File: config.mk
export PLATFORM = sky130hd
export DESIGN_NAME = sort_seq_ctrl
export DESIGN_NICKNAME = d
export VERILOG_FILES = /design/src/rtl/sort_pkg.sv /design/src/rtl/sort_out_mux.sv /design/src/rtl/sort_seq_ctrl.sv
export SDC_FILE = /design/constraint.sdc
export NUM_CORES = 1
export LEC_CHECK = 0
export CAP_MARGIN = 20
export CORE_AREA = 2 2 405 407
export DETAILED_ROUTE_END_ITERATION = 12
export DIE_AREA = 0 0 407 409
export PLACE_DENSITY = 0.3
export SYNTH_ARGS = -nofsm -noshare
export SYNTH_HDL_FRONTEND = slang
export SYNTH_HIERARCHICAL = 1
export SYNTH_SLANG_ARGS = --single-unit
File: constraint.sdc
create_clock -name clk -period 1.86 [get_ports clk]
set_input_delay 0.372 -clock clk [delete_from_list [all_inputs] [get_ports clk]]
set_output_delay 0.372 -clock clk [all_outputs]
set_load 0.01 [all_outputs]
File: src/rtl/sort_pkg.sv
// Shared definitions for the sorting engine: sizes, sequencer states and
// the field layout of a tagged sorter entry.
package sort_pkg;

    localparam int N_ENTRIES = 32;
    localparam int IDX_W     = 5;
    localparam int KEY_W     = 24;
    localparam int ENTRY_W   = IDX_W + KEY_W;   // 29

    // Entry layout: {idx[28:24], cls[23:22], a[21:16], b[15:8], c[7:0]}
    localparam int IDX_LSB = 24;
    localparam int CLS_LSB = 22;
    localparam int A_LSB   = 16;
    localparam int B_LSB   = 8;
    localparam int C_LSB   = 0;

    typedef enum logic [1:0] {
        IDLE   = 2'd0,
        LOAD   = 2'd1,
        SETTLE = 2'd2,
        OUT    = 2'd3
    } sort_state_t;

    // Tag a key with its arrival index to form a sorter entry.
    function automatic logic [ENTRY_W-1:0] make_entry(input logic [IDX_W-1:0] idx,
                                                      input logic [KEY_W-1:0] key);
        return {idx, key};
    endfunction

endpackage

File: src/rtl/sort_out_mux.sv
// 32:1 read mux over the packed sorter outputs {s32,...,s1}; s1 sits in the
// lowest ENTRY_W bits and is selected by sel = 0.
module sort_out_mux
    import sort_pkg::*;
#(
    parameter int N_SEL = 32,
    parameter int W     = 29,
    parameter int SEL_W = 5
) (
    input  logic [N_SEL*W-1:0] flat,
    input  logic [SEL_W-1:0]   sel,
    output logic [W-1:0]       data
);

    // Pure combinational slice select on the registered pointer.
    always_comb begin
        data = flat[int'(sel)*W +: W];
    end

endmodule

File: src/rtl/sort_seq_ctrl.sv
// Sequencing controller for the 32-entry sorting register array: loads a
// frame of tagged keys into the sorter, waits for it to settle, then streams
// the sorted entries downstream.
//
// Handshakes: a transfer happens on a rising edge where valid && ready are
// both high; valid never depends on ready, and while valid is high with
// ready low the payload is held stable.
module sort_seq_ctrl
    import sort_pkg::*;
#(
    parameter int N_ENTRIES  = 32,
    parameter int KEY_W      = 24,
    parameter int SETTLE_CYC = 2
) (
    input  logic                          clk,
    input  logic                          reset,
    input  logic                          start,
    input  logic                          abort,
    input  logic                          in_valid,
    input  logic [KEY_W-1:0]              in_key,
    output logic                          in_ready,
    output logic [IDX_W-1:0]              sr_old_index,
    output logic [ENTRY_W-1:0]            sr_Q,
    output logic                          sr_load,
    output logic                          sr_clear,
    input  logic [N_ENTRIES*ENTRY_W-1:0]  sr_s_flat,
    output logic                          out_valid,
    output logic [ENTRY_W-1:0]            out_data,
    output logic                          out_last,
    input  logic                          out_ready,
    output logic                          busy,
    output logic                          done,
    output logic [5:0]                    load_count,
    output logic [1:0]                    dbg_state
);

    localparam logic [5:0]       LAST_LOAD   = 6'(N_ENTRIES - 1);
    localparam logic [IDX_W-1:0] LAST_PTR    = IDX_W'(N_ENTRIES - 1);
    localparam logic [3:0]       SETTLE_INIT = 4'(SETTLE_CYC - 1);

    sort_state_t      state_q;
    sort_state_t      state_d;
    logic [IDX_W-1:0] rd_ptr;
    logic [3:0]       settle_cnt;
    logic             accept;
    logic             out_hs;

    // State register.
    always_ff @(posedge clk) begin
        if (reset) begin
            state_q <= IDLE;
        end else begin
            state_q <= state_d;
        end
    end

    // Next-state logic; abort outranks any handshake in the same cycle,
    // while in IDLE only start is looked at.
    always_comb begin
        state_d = state_q;
        case (state_q)
            IDLE: begin
                if (start) state_d = LOAD;
            end
            LOAD: begin
                if (abort)                                 state_d = IDLE;
                else if (accept && load_count == LAST_LOAD) state_d = SETTLE;
            end
            SETTLE: begin
                if (abort)                 state_d = IDLE;
                else if (settle_cnt == '0) state_d = OUT;
            end
            OUT: begin
                if (abort)                  state_d = IDLE;
                else if (out_hs && out_last) state_d = IDLE;
            end
            default: state_d = IDLE;
        endcase
    end

    // State-decoded outputs and handshake qualifiers.
    always_comb begin
        in_ready  = (state_q == LOAD);
        out_valid = (state_q == OUT);
        accept    = in_ready && in_valid;
        out_hs    = out_valid && out_ready;
        out_last  = out_valid && (rd_ptr == LAST_PTR);
        dbg_state = state_q;
    end

    // Counters, sorter strobes and status registers.
    always_ff @(posedge clk) begin
        if (reset) begin
            sr_Q         <= '0;
            sr_old_index <= '0;
            sr_load      <= 1'b0;
            sr_clear     <= 1'b0;
            done         <= 1'b0;
            busy         <= 1'b0;
            load_count   <= '0;
            rd_ptr       <= '0;
            settle_cnt   <= '0;
        end else begin
            sr_load  <= 1'b0;
            sr_clear <= 1'b0;
            done     <= 1'b0;
            busy     <= (state_d != IDLE);
            case (state_q)
                IDLE: begin
                    if (start) begin
                        sr_clear   <= 1'b1;
                        load_count <= '0;
                        rd_ptr     <= '0;
                    end
                end
                LOAD: begin
                    if (abort) begin
                        sr_clear <= 1'b1;
                    end else if (accept) begin
                        sr_Q         <= make_entry(load_count[IDX_W-1:0], in_key);
                        sr_old_index <= load_count[IDX_W-1:0];
                        sr_load      <= 1'b1;
                        load_count   <= load_count + 6'd1;
                        if (load_count == LAST_LOAD) settle_cnt <= SETTLE_INIT;
                    end
                end
                SETTLE: begin
                    if (abort) begin
                        sr_clear <= 1'b1;
                    end else if (settle_cnt != '0) begin
                        settle_cnt <= settle_cnt - 4'd1;
                    end
                end
                OUT: begin
                    if (abort) begin
                        sr_clear <= 1'b1;
                    end else if (out_hs) begin
                        rd_ptr <= rd_ptr + 1'b1;
                        if (out_last) done <= 1'b1;
                    end
                end
                default: ;
            endcase
        end
    end

    sort_out_mux #(
        .N_SEL (N_ENTRIES),
        .W     (ENTRY_W),
        .SEL_W (IDX_W)
    ) u_out_mux (
        .flat (sr_s_flat),
        .sel  (rd_ptr),
        .data (out_data)
    );

endmodule

==> results_dict.tcl <==
set metrics [dict create \
    outcome "complete, but fails checks" \
    failed_checks "negative setup slack" \
    area_growth_pct 183 \
    dp_hpwl_mm 106 \
    slew_headroom_pct 46.5 \
    core_area_um2 162000 \
    yosys.cell_count.top_type "mux2i_1" \
    drc_errors 0 \
    drive_gt1_share_pct 26.3 \
    fin_skew_ns 0.00933 \
    synth-async-reset-ratio_pct 0 \
    netlist.area_leader.share_pct 45.4 \
    synth_edf_count 0 \
    io_pins 1036 \
    placedInstanceArea_um2 25100 \
    firstDrtPassIters 5 \
    synth-seq-area-share_pct 9.74 \
    grt_pass1_vias 16800 \
    synth_area_leaders "mux2i_1, dfxtp_1, a22oi_1" \
    clockBufferDepth 2 \
    wl_per_cell_um 25.8 \
    avgSynthCellArea_um2 7.90 \
    worst_pin_slew_ns 0.803 \
    rsz0062_at_grt "yes" \
    peakVddDrop_uv 665 \
    wirelength_mm 124 \
    syn-num-nets 2263 \
    worst_slack_ns -0.869 \
    post-route-cell-area_um2 29100 \
    hold_path.class "reg -> reg" \
    worstSetupPathType "reg -> out" \
    route.vias.total 15800 \
    clkSinkCount 50 \
    synthTopCellsByCount "mux2i_1, nand2_1, a21oi_1, nand3_1, a22oi_1" \
    final_cells 4796 \
    seqCellArea_um2 1010 \
    clkLatencyLatePin_ns 0.31 \
    die_height_um 409 \
    gp_congestion 0.826 \
    setup_viol 34 \
    grt_pass1_wl_mm 156 \
    cts_tree "done" \
    dpl_worst_slack_ns -1.70 \
    ys_warn_count 6 \
    die-area_um2 166000 \
    synth_area_leader_cell "mux2i_1" \
    period_minus_slack_ns 2.73 \
    multi_input_area_um2 10000 \
    synthCells 1301 \
    yosys_register_bits 50 \
    fmax_mhz 366 \
    hold_ws_ns 0.455 \
    nFillCells 18200 \
    root_buffer "clkbuf_16" \
    grt_use_total_pct 13.9 \
    holdBufCountCts 0 \
    port_buffers 1035 \
    drv_slew 0 \
    htree_levels 2 \
    critPathMaxFanout 7 \
    finalCritPeriodShare_pct 147 \
    place_inst 4644 \
    synthFlopType "dfxtp_1" \
    cts_buffers 5 \
    cts.reportedPaths.clkPinSlew_ns 0.08 \
    final_net_count 3569 \
    finalPower_mw 5.81 \
    p_leak_nw 9.58 \
    start_util_pct 6.34 \
    dr.first_iter.drc_count 669 \
    crit_path_start_kind "register" \
    grt_max_degree 36 \
    rows 148 \
    drv_cap 0 \
    antenna_found_initial 63 \
    synth_cell_types 47 \
    gr-total-overflow 0 \
    hold_viol 0 \
    required_ns 1.49 \
    postRouteAntennaNets 0 \
    routed_via_density 3.30 \
    worst_setup_path_end_kind "output pin" \
    power_density_nw_per_um2 200 \
    synth_area_um2 10300 \
    die_w_um 407 \
    cp.arrival_ns 2.36 \
]
[layout by cell type, fill, tap and decap left out, drive strengths merged, types with 4 or more instances in the layout]
| cell | n |
|---|---|
| nor3b | 4 |
| inv | 5 |
| nand2 | 149 |
| clkdlybuf4s50 | 1002 |
| clkbuf | 10 |
| a22oi | 90 |
| nand3 | 91 |
| ha | 4 |
| diode | 13 |
| buf | 423 |
| a31oi | 30 |
| nor2 | 17 |
| nand2b | 4 |
| mux2i | 466 |
| a21oi | 123 |
| a22o | 58 |
| nor3 | 31 |
| dfxtp | 50 |
| o21ai | 4 |
[worst max-delay path: stages, from the launching register on]
cell       delay, ns
dfxtp_4         0.38
buf_12          0.16
buf_16          0.16
buf_12          0.14
clkbuf_16       0.16
buf_4           0.14
mux2i_1         0.13
a22oi_2         0.36
a31oi_4         0.14
nand3_1         0.10
buf_2           0.14
[report_power, final]
part | switching [mW] | total, mW | leakage (nW) | internal, mW
Combinational | 1.15 | 3.56 | 9.09 | 2.41
Sequential | 0.0114 | 1.10 | 0.408 | 1.09
Clock | 0.504 | 1.15 | 0.0820 | 0.647
Total | 1.67 | 5.81 | 9.58 | 4.15
[sequential cells by signal, summed over array words and instances (netlist names)]
name,flops
busy,1
sr_Q,25
sr_old_index,4
settle_cnt,4
sr_load,1
done,1
dbg_state,2
sr_clear,1
load_count,6
rd_ptr,5
[kinds of logic after synthesis]
| logic type | Yosys count | share of synthesized area (%) |
|---|---|---|
| AO/OA/AOI/OAI | 316 | 20.3 |
| XOR/XNOR | 4 | 0.341 |
| adder cells (fa/ha/maj) | 4 | 0.487 |
| buffers and inverters | 140 | 9.26 |
| flip-flops | 50 | 9.74 |
| multiplexers | 466 | 45.4 |
| AND/OR/NAND/NOR | 321 | 14.4 |
[per-stage QoR]
| step | util [%] | TNS, ns |
|---|---|---|
| final | 18.0 | -24.85 |
| after floorplan | - | 0 |
| after detailed placement | 15.5 | -35.90 |
| after CTS | 17.3 | -27.01 |
| after global placement | 15.5 | -36.34 |
| after global routing | 18.0 | -28.32 |
[per-layer routing]
metal / GRT usage (%) / part of all wire, % / wire, um / up-vias
li1: - / - / - / 7567
met1: 18.0 / 44 / 54500 / 7460
met2: 24.3 / 48 / 59900 / 665
met3: 3.14 / 7.0 / 8670 / 89
met4: 0.677 / 0.53 / 660 / 32
met5: 0 / 0.16 / 199 / -
[cell type report]
cell class                 count  share of cell area [%]
antenna                       13                   0.112
clock buffer                   5                   0.430
clock inverter                 3                   0.168
inverter                       4                  0.0516
multi-input combinational   1111                    34.4
sequential                    50                    3.49
tap                         2175                    9.35
timing repair buffer        1435                    52.0
[what timing repair did]
action,in CTS,in global routing
setup endpoints to repair,36,35
cloned,20,4
buffers inserted,73,58
pin swaps,64,84
gates resized for setup,432,168
[final timing paths]
check | cells after the start | to | slack [ns] | start
worst min register to register | 2 | sr_Q[13]$_SDFFE_PP0P_ | 0.45 | sr_Q[13]$_SDFFE_PP0P_
worst min-delay path | 2 | sr_Q[13]$_SDFFE_PP0P_ | 0.45 | sr_Q[13]$_SDFFE_PP0P_
worst max register to register | 12 | busy$_SDFF_PP0_ | -0.38 | rd_ptr[1]$_SDFFE_PP0P_
worst max-delay path | 10 | out_data[27] | -0.87 | rd_ptr[1]$_SDFFE_PP0P_
Power figures use the tool's default switching activity.
